$ cat src/rtl/muldiv_pkg.sv
// rtl/muldiv_pkg.sv - opcode/state enums and opcode decode helpers for muldiv_unit
package muldiv_pkg;

  typedef enum logic [2:0] {
    OP_MUL    = 3'd0,
    OP_MULH   = 3'd1,
    OP_MULHSU = 3'd2,
    OP_MULHU  = 3'd3,
    OP_DIV    = 3'd4,
    OP_DIVU   = 3'd5,
    OP_REM    = 3'd6,
    OP_REMU   = 3'd7
  } opcode_e;

  typedef enum logic [1:0] {
    S_IDLE = 2'd0,
    S_CALC = 2'd1,
    S_FIX  = 2'd2,
    S_DONE = 2'd3
  } state_e;

  function automatic logic is_div(opcode_e op);
    return op inside {OP_DIV, OP_DIVU, OP_REM, OP_REMU};
  endfunction

  function automatic logic is_signed_op1(opcode_e op);
    return op inside {OP_MUL, OP_MULH, OP_MULHSU, OP_DIV, OP_REM};
  endfunction

  function automatic logic is_signed_op2(opcode_e op);
    return op inside {OP_MUL, OP_MULH, OP_DIV, OP_REM};
  endfunction

endpackage

$ cat src/rtl/muldiv_div_step.sv
// rtl/muldiv_div_step.sv - one combinational restoring-division step on magnitudes
module muldiv_div_step #(
  parameter int XLEN = 32
) (
  input  logic [XLEN-1:0] rem_in,
  input  logic [XLEN-1:0] quo_in,
  input  logic [XLEN-1:0] divisor,
  output logic [XLEN-1:0] rem_out,
  output logic [XLEN-1:0] quo_out
);

  logic [XLEN:0]   shifted;
  logic [XLEN+1:0] diff;

  // One extra bit keeps the borrow separate from a legitimately large shifted remainder
  assign shifted = {rem_in, quo_in[XLEN-1]};
  assign diff    = {1'b0, shifted} - {2'b00, divisor};

  always_comb begin
    rem_out = shifted[XLEN-1:0];
    quo_out = {quo_in[XLEN-2:0], 1'b0};
    if (!diff[XLEN+1]) begin
      rem_out = diff[XLEN-1:0];
      quo_out = {quo_in[XLEN-2:0], 1'b1};
    end
  end

endmodule

$ cat src/rtl/muldiv_unit.sv
// rtl/muldiv_unit.sv - iterative shift-add multiplier / restoring divider
// Divider datapath is built only when MULDIV_DIV_EN is defined.
module muldiv_unit
  import muldiv_pkg::*;
#(
  parameter int XLEN  = 32,
  parameter int CNT_W = $clog2(XLEN) + 1
) (
  input  logic            clk,
  input  logic            rst,
  input  logic            in_valid,
  output logic            in_ready,
  input  logic [2:0]      opcode,
  input  logic [XLEN-1:0] operand_1,
  input  logic [XLEN-1:0] operand_2,
  input  logic            kill,
  output logic            out_valid,
  input  logic            out_ready,
  output logic [XLEN-1:0] answer,
  output logic            busy
);

  state_e            state, state_nxt;
  logic [CNT_W-1:0]  cnt;
  opcode_e           op_q;
  logic              neg_q;
  logic [XLEN-1:0]   hi_q, lo_q, opnd_q;

  opcode_e           op_in;
  logic              accept, s1, s2;
  logic [XLEN-1:0]   mag1, mag2;
  logic              bypass;
  logic [XLEN-1:0]   bypass_ans;
  logic [XLEN:0]     mul_sum;
  logic [XLEN-1:0]   step_hi, step_lo;
  logic [2*XLEN-1:0] prod_fix;
  logic [XLEN-1:0]   fix_ans;

  assign op_in     = opcode_e'(opcode);
  assign in_ready  = (state == S_IDLE);
  assign out_valid = (state == S_DONE);
  assign busy      = (state != S_IDLE);
  assign accept    = in_valid & in_ready;

  assign s1   = is_signed_op1(op_in) & operand_1[XLEN-1];
  assign s2   = is_signed_op2(op_in) & operand_2[XLEN-1];
  assign mag1 = s1 ? -operand_1 : operand_1;
  assign mag2 = s2 ? -operand_2 : operand_2;

  // hi/lo is the product accumulator for multiply and remainder/quotient for divide
  assign mul_sum = {1'b0, hi_q} + (lo_q[0] ? {1'b0, opnd_q} : '0);
  assign prod_fix = neg_q ? -{hi_q, lo_q} : {hi_q, lo_q};

`ifdef MULDIV_DIV_EN
  localparam logic [XLEN-1:0] MIN_NEG = {1'b1, {(XLEN-1){1'b0}}};
  logic [XLEN-1:0] div_hi, div_lo, div_sel;

  muldiv_div_step #(.XLEN(XLEN)) u_div_step (
    .rem_in  (hi_q),
    .quo_in  (lo_q),
    .divisor (opnd_q),
    .rem_out (div_hi),
    .quo_out (div_lo)
  );

  always_comb begin
    bypass     = 1'b0;
    bypass_ans = '0;
    if (is_div(op_in)) begin
      if (operand_2 == '0) begin
        bypass     = 1'b1;
        bypass_ans = (op_in == OP_REM || op_in == OP_REMU) ? operand_1 : '1;
      end else if ((op_in == OP_DIV || op_in == OP_REM) &&
                   operand_1 == MIN_NEG && operand_2 == '1) begin
        bypass     = 1'b1;
        bypass_ans = (op_in == OP_REM) ? '0 : operand_1;
      end
    end
  end

  assign step_hi = is_div(op_q) ? div_hi : mul_sum[XLEN:1];
  assign step_lo = is_div(op_q) ? div_lo : {mul_sum[0], lo_q[XLEN-1:1]};
  assign div_sel = (op_q == OP_REM || op_q == OP_REMU) ? hi_q : lo_q;

  always_comb begin
    fix_ans = (op_q == OP_MUL) ? prod_fix[XLEN-1:0] : prod_fix[2*XLEN-1:XLEN];
    if (is_div(op_q)) fix_ans = neg_q ? -div_sel : div_sel;
  end
`else
  assign bypass     = is_div(op_in);
  assign bypass_ans = '0;
  assign step_hi    = mul_sum[XLEN:1];
  assign step_lo    = {mul_sum[0], lo_q[XLEN-1:1]};
  assign fix_ans    = (op_q == OP_MUL) ? prod_fix[XLEN-1:0] : prod_fix[2*XLEN-1:XLEN];
`endif

  always_ff @(posedge clk) begin
    if (rst) state <= S_IDLE;
    else     state <= state_nxt;
  end

  always_comb begin
    state_nxt = state;
    unique case (state)
      S_IDLE: if (accept) state_nxt = bypass ? S_DONE : S_CALC;
      S_CALC: begin
        if (kill)                               state_nxt = S_IDLE;
        else if (cnt == CNT_W'(XLEN - 1))       state_nxt = S_FIX;
      end
      S_FIX:  state_nxt = kill ? S_IDLE : S_DONE;
      S_DONE: if (out_ready) state_nxt = S_IDLE;
      default: state_nxt = S_IDLE;
    endcase
  end

  always_ff @(posedge clk) begin
    if (rst) begin
      cnt    <= '0;
      answer <= '0;
      op_q   <= OP_MUL;
      neg_q  <= 1'b0;
      hi_q   <= '0;
      lo_q   <= '0;
      opnd_q <= '0;
    end else begin
      unique case (state)
        S_IDLE: if (accept) begin
          op_q   <= op_in;
          cnt    <= '0;
          hi_q   <= '0;
          // Remainder takes the dividend's sign; product and quotient take the XOR
          neg_q  <= (op_in == OP_REM) ? s1 : (s1 ^ s2);
          lo_q   <= is_div(op_in) ? mag1 : mag2;
          opnd_q <= is_div(op_in) ? mag2 : mag1;
          if (bypass) answer <= bypass_ans;
        end
        S_CALC: if (!kill) begin
          hi_q <= step_hi;
          lo_q <= step_lo;
          cnt  <= cnt + 1'b1;
        end
        S_FIX: if (!kill) answer <= fix_ans;
        default: ;
      endcase
    end
  end

endmodule

$ cat config.mk
export PLATFORM = sky130hd
export DESIGN_NAME = muldiv_unit
export DESIGN_NICKNAME = d
export VERILOG_FILES = /design/src/rtl/muldiv_pkg.sv /design/src/rtl/muldiv_div_step.sv /design/src/rtl/muldiv_unit.sv
export SDC_FILE = /design/constraint.sdc
export NUM_CORES = 1
export LEC_CHECK = 0
export ABC_CLOCK_PERIOD_IN_PS = 2750
export CAP_MARGIN = 10
export CELL_PAD_IN_SITES_DETAIL_PLACEMENT = 1
export CELL_PAD_IN_SITES_GLOBAL_PLACEMENT = 1
export CORE_ASPECT_RATIO = 0.8
export CORE_MARGIN = 1.5
export CORE_UTILIZATION = 39
export CTS_CLUSTER_SIZE = 12
export DETAILED_ROUTE_END_ITERATION = 8
export GPL_TIMING_DRIVEN = 0
export PLACE_DENSITY_LB_ADDON = 0.15
export SYNTH_ARGS = -nofsm -noshare
export SYNTH_HDL_FRONTEND = slang
export SYNTH_HIERARCHICAL = 1
export SYNTH_SLANG_ARGS = --single-unit
$ cat constraint.sdc
create_clock -name clk -period 2.75 [get_ports clk]
set_input_delay 0.55 -clock clk [delete_from_list [all_inputs] [get_ports clk]]
set_output_delay 0.55 -clock clk [all_outputs]
set_load 0.05 [all_outputs]
# Word-level counts from Yosys, hierarchy flattened
# Cells that the tools add are included.
dict set report op_classes {
  n_addsub 5
  eq_ne 16
  muxes 28
  n_bitwise 4
  n_reduce_logical 13
}
# operator count
set ops {}
lappend ops {{$mux W32} 13}
lappend ops {{$pmux W32 S2} 3}
lappend ops {{$mux W64} 1}
lappend ops {{$neg A32 Y32} 2}
lappend ops {{$neg A64 Y64} 1}
lappend ops {{$add A32 B32 Y33} 1}
lappend ops {{$eq A3 B3 Y1 const B} 4}
lappend ops {{$mux W2} 6}
lappend ops {{$mux W6} 2}
lappend ops {{$pmux W6 S2} 1}
lappend ops {{$pmux W2 S4} 1}
lappend ops {{$reduce_bool A4 Y1} 2}
lappend ops {{$add A6 B1 Y6 const B} 1}
lappend ops {{$eq A6 B5 Y1 const B} 1}
lappend ops {{$logic_not A3 Y1} 2}
lappend ops {{$ne A2 B1 Y1 const B} 3}
lappend ops {{$reduce_and A3 Y1} 2}
lappend ops {{$reduce_bool A2 Y1} 3}
lappend ops {{$reduce_bool A5 Y1} 1}
lappend ops {{$eq A2 B2 Y1 const B} 2}
lappend ops {{$ne A2 B2 Y1 const B} 2}
lappend ops {{$reduce_and A4 Y1} 1}
lappend ops {{$and A1 B1 Y1} 3}
lappend ops {{$eq A3 B1 Y1 const B} 1}
lappend ops {{other kinds (7)} 7}
dict set report totals {
  regBits 140
  out_inout_bits 35
  word_cells 74
}

# Depth between registers and ports, before layout
dict set report depth {
  ltp_word 7
  ltp_mapped 13
}

# Worst setup path after synthesis
# No wires, ideal clock.
dict set report synth_timing {
  kind {reg2reg}
  startpoint {register lo_q[0]}
  endpoint {register hi_q[29]}
  setup_ps 79
  arrival_time_ps 2713
  required_ps 2671
  path_slack_ps -42
  path_stages_with_launch 14
  path_buffers 1
  cell_sequence {dfxtp_1 -> clkbuf_1 -> and2_1 -> ha_1 -> inv_1 -> fa_1 -> nor2b_1 -> o2111ai_1 -> nand2_1 -> a41oi_1 -> a311o_1 -> o21ai_0 -> nand3_1 -> o211ai_1}
}
dict set report synth_via {
  elab_chain_len 4
}
# element line
set synth_lines {}
lappend synth_lines {{start: declaration} muldiv_unit.sv:27} ;# logic [XLEN-1:0] hi_q, lo_q, opnd_q;
lappend synth_lines {{start signal: assignment} muldiv_unit.sv:133} ;# lo_q <= is_div(op_in) ? mag1 : mag2;
lappend synth_lines {{start signal: assignment} muldiv_unit.sv:139} ;# lo_q <= step_lo;
lappend synth_lines {{$mux W32} muldiv_unit.sv:51} ;# assign mul_sum = {1'b0, hi_q} + (lo_q[0] ? {1'b0, opnd_q} : '0);
lappend synth_lines {{$add A32 B32 Y33} muldiv_unit.sv:51}
lappend synth_lines {{$mux W32} muldiv_unit.sv:137} ;# S_CALC: if (!kill) begin
lappend synth_lines {{$pmux W32 S2} muldiv_unit.sv:126} ;# unique case (state)
lappend synth_lines {{end signal: assignment} muldiv_unit.sv:138} ;# hi_q <= step_hi;
lappend synth_lines {{end: declaration} muldiv_unit.sv:27}
# No other way between the ends. The select of a mux whose other input is x is not followed.
# A chain may end at the register's enable or synchronous reset.

# Worst setup path after layout
dict set report layout_timing {
  startpoint {register lo_q[0]}
  endpoint {register hi_q[30]}
}
# Same word-level chain as after synthesis.

==> flow_metrics.env <==
export IMPL_path_clk_slew_ps=70
export IMPL_cts_num_sinks=140
export IMPL_vias_per_cell=6.277
export IMPL_synthToLayoutAreaGrowth_pct=35.25
export IMPL_dp_cells=1834
export IMPL_grt_pass1_vias=11660
export IMPL_layout_drive_gt1_share_pct=19.49
export IMPL_grtUsageTotal_pct=32.72
export IMPL_drc=0
export IMPL_period_needed_ps=2915
export IMPL_die_h_um=149.7
export IMPL_synth_nets=1481
export IMPL_min_path_type="flip-flop to flip-flop"
export IMPL_swShare_pct=35.94
export IMPL_total_power_mw=6.719
export IMPL_worstSetupEndpointType="flip-flop"
export IMPL_r2r_slack_ps=-160
export IMPL_syn_inst=1372
export IMPL_skew_ps=11.50
export IMPL_finalSetupViolCount=20
export IMPL_nets=1661
export IMPL_async_reset_ff_share_pct=0
export IMPL_arrival_ps=3300
export IMPL_core_um2=26330
export IMPL_worst_setup_path_type="flip-flop to flip-flop"
export IMPL_num_rows=53
export IMPL_worst_slack_ps=-165.0
export IMPL_cts_hold_buf=0
export IMPL_power_density_nw_per_um2=473.6
export IMPL_synth_top_area_share_pct=26.72
export IMPL_cts_buffers=17
export IMPL_die_area_um2=27890
export IMPL_cts_root_buffer="clkbuf_16"
export IMPL_failed_checks="negative setup slack"
export IMPL_syn_area_per_cell_um2=7.645
export IMPL_clk_latency_ps=450
export IMPL_initial_core_util_pct=39.84
export IMPL_finalWirelength_um=47940
export IMPL_worst_slew_pin_slew_ps=936.5
export IMPL_yosysWarnings=6
export IMPL_num_antenna_cells=0
export IMPL_ys_types=73
export IMPL_antenna_left=0
export IMPL_gp_congestion=0.9670
export IMPL_switchingPower_mw=2.415
export IMPL_leakage_nw=5.449
export IMPL_synth_seq_cells=140
export IMPL_finalHoldViolCount=0
export IMPL_ir_drop_mv=0.4706
export IMPL_detail_route_iter0_violations=948
export IMPL_syn_cell_area_um2=10490
export IMPL_numPortBuffers=105
export IMPL_startpoint_type="flip-flop"
export IMPL_ys_seq_area_share_pct=26.72
export IMPL_dp_hpwl_um=34850
export IMPL_p_comb_share_pct=27.6
export IMPL_synth_common_cells="145 x nand2_1, 140 x dfxtp_1, 115 x nor2_1"
export IMPL_pwr_share_seq_pct=35.2
export IMPL_avgRoutedWirePerCell_um=24.94
export IMPL_synth_top_flop_cell="dfxtp_1"
export IMPL_intPower_mw=4.305
export IMPL_grt_antenna_before_repair=0
export IMPL_grt_max_degree=17
export IMPL_fp_dieW_um=186.4
export IMPL_synth_area_leaders="dfxtp_1 27%, xnor2_1 5.9%, xor2_1 5.4%"
export IMPL_maxCapViolCount=0
export IMPL_maxSlewViolCount=0
export IMPL_grt_pass1_wl_um=69990
export IMPL_relSlewSlack_pct=37.09
export IMPL_fin_crit_sh_pct=106.0
export IMPL_status="finished, violations left"
export IMPL_fin_setup_tns_ps=-1615
export IMPL_vias=12070
export IMPL_layout_cells_non_filler=1922
export IMPL_synth_top_area_cell="dfxtp_1"
export IMPL_critPathRequiredTime_ps=3130
export IMPL_pwr_share_clk_pct=37.2
export IMPL_htree_levels=4
export IMPL_cts_tree="built"
export IMPL_synth_edf_count=0
export IMPL_io_pins=107
export IMPL_overflow=0
export IMPL_synthMostInstantiatedCell="nand2_1"
export IMPL_cts_buffer_depth=2
export IMPL_grt_setup_unrepaired="yes"
export IMPL_cp_max_fo=5
export IMPL_firstDrtPassIters=8
export IMPL_clock_fmax_ghz=0.3431
kinds of logic after synthesis:
| group | count (synthesis) | share of synthesized area [%] |
|---|---|---|
| multiplexers | 29 | 2.803 |
| XOR/XNOR | 136 | 11.36 |
| buffers and inverters | 106 | 3.829 |
| AO/OA/AOI/OAI | 434 | 27.42 |
| AND/OR/NAND/NOR | 490 | 23.38 |
| adder cells (fa/ha/maj) | 37 | 4.485 |
| flip-flops | 140 | 26.72 |
path summary, 6_finish.rpt:
path / startpoint / to / depth (start not counted)
max: lo_q[0]$_SDFFE_PP0P_ / hi_q[30]$_SDFFE_PP0P_ / 13
min: answer[16]$_SDFFE_PP0P_ / answer[16]$_SDFFE_PP0P_ / 2
max reg2reg: lo_q[0]$_SDFFE_PP0P_ / hi_q[30]$_SDFFE_PP0P_ / 13
min reg2reg: answer[16]$_SDFFE_PP0P_ / answer[16]$_SDFFE_PP0P_ / 2
cell usage in the layout (no fill, tap or decap), drive strengths merged, types with 15 or more instances in the layout:
master | Yosys | final
nand3 | 22 | 22
and2 | 40 | 40
dfxtp | 140 | 140
nor2 | 116 | 116
nor4 | 15 | 15
nor3 | 35 | 35
or3 | 29 | 29
a31oi | 15 | 15
clkbuf | 77 | 89
mux2i | 26 | 26
inv | 22 | 25
xor2 | 65 | 65
ha | 36 | 36
nand2 | 145 | 145
a22o | 22 | 22
o21ai | 96 | 96
o31ai | 31 | 31
a22oi | 37 | 37
clkdlybuf4s50 | 0 | 74
buf | 7 | 79
or4 | 21 | 21
a21oi | 106 | 106
xnor2 | 71 | 71
a21o | 16 | 16
flip-flops by register name (all words and copies together) (netlist names):
name	flops
cnt	6
opnd_q	32
op_q	3
hi_q	32
answer	32
state	2
neg_q	1
lo_q	32
timing repair:
action	in CTS	in global routing
endpoints found under the setup margin	129	122
pin swaps	64	65
setup buffers	38	28
resized for setup	193	127
final cells by class:
class                   instances  area [µm²]
plain buffers                  73       344.1
clock buffers                  20       446.7
clock inverters                12       162.7
fillers                      3151       12140
inverters                      22       82.58
multi-input cells            1126        8328
flip-flops and latches        140        2819
well taps                     357       446.7
repair buffers                172        1556
routing by layer:
| metal | vias up | GRT usage (%) | part of all wire [%] |
|---|---|---|---|
| li1 | 5425 | - | - |
| met3 | 71 | 5.324 | 7.4 |
| met1 | 6096 | 46.27 | 45 |
| met5 | - | 0 | 0 |
| met4 | 0 | 8.374 | 1.9 |
| met2 | 473 | 51.57 | 45 |
through the flow:
step	hold slack, ps	instance area, µm²	worst slack [ps]	utilization [%]
6_report	444.2	14190	-165.0	53.89
5_1_grt	461.8	14190	-194.2	53.89
4_1_cts	448.0	13530	-32.47	51.39
3_5_place_dp	439.3	11990	-1128	45.53
3_3_place_gp	424.5	11990	-1099	45.53
2_1_floorplan	416.7	10490	2.565	-
power groups by stage:
stage / Combinational, mW / Sequential [mW] / Clock, mW
floorplan: 0.977 / 2.34 / 0
global placement: 1.57 / 2.37 / 0
detailed placement: 1.61 / 2.38 / 0
CTS: 1.72 / 2.34 / 2.50
global route: 1.97 / 2.37 / 2.59
finish: 1.86 / 2.37 / 2.50
critical path, stage by stage, from the launching register on:
cell and delay (ps):
dfxtp_4 380, clkbuf_16 150, buf_4 140, nand2_4 70, inv_1 40, ha_1 270, a21o_1 190, and4_4 160
a311oi_4 290, o31a_1 350, a22o_4 260, o21ai_4 80, a41oi_2 260, mux2i_1 200
No activity file was read; power rests on OpenSTA's default activity.
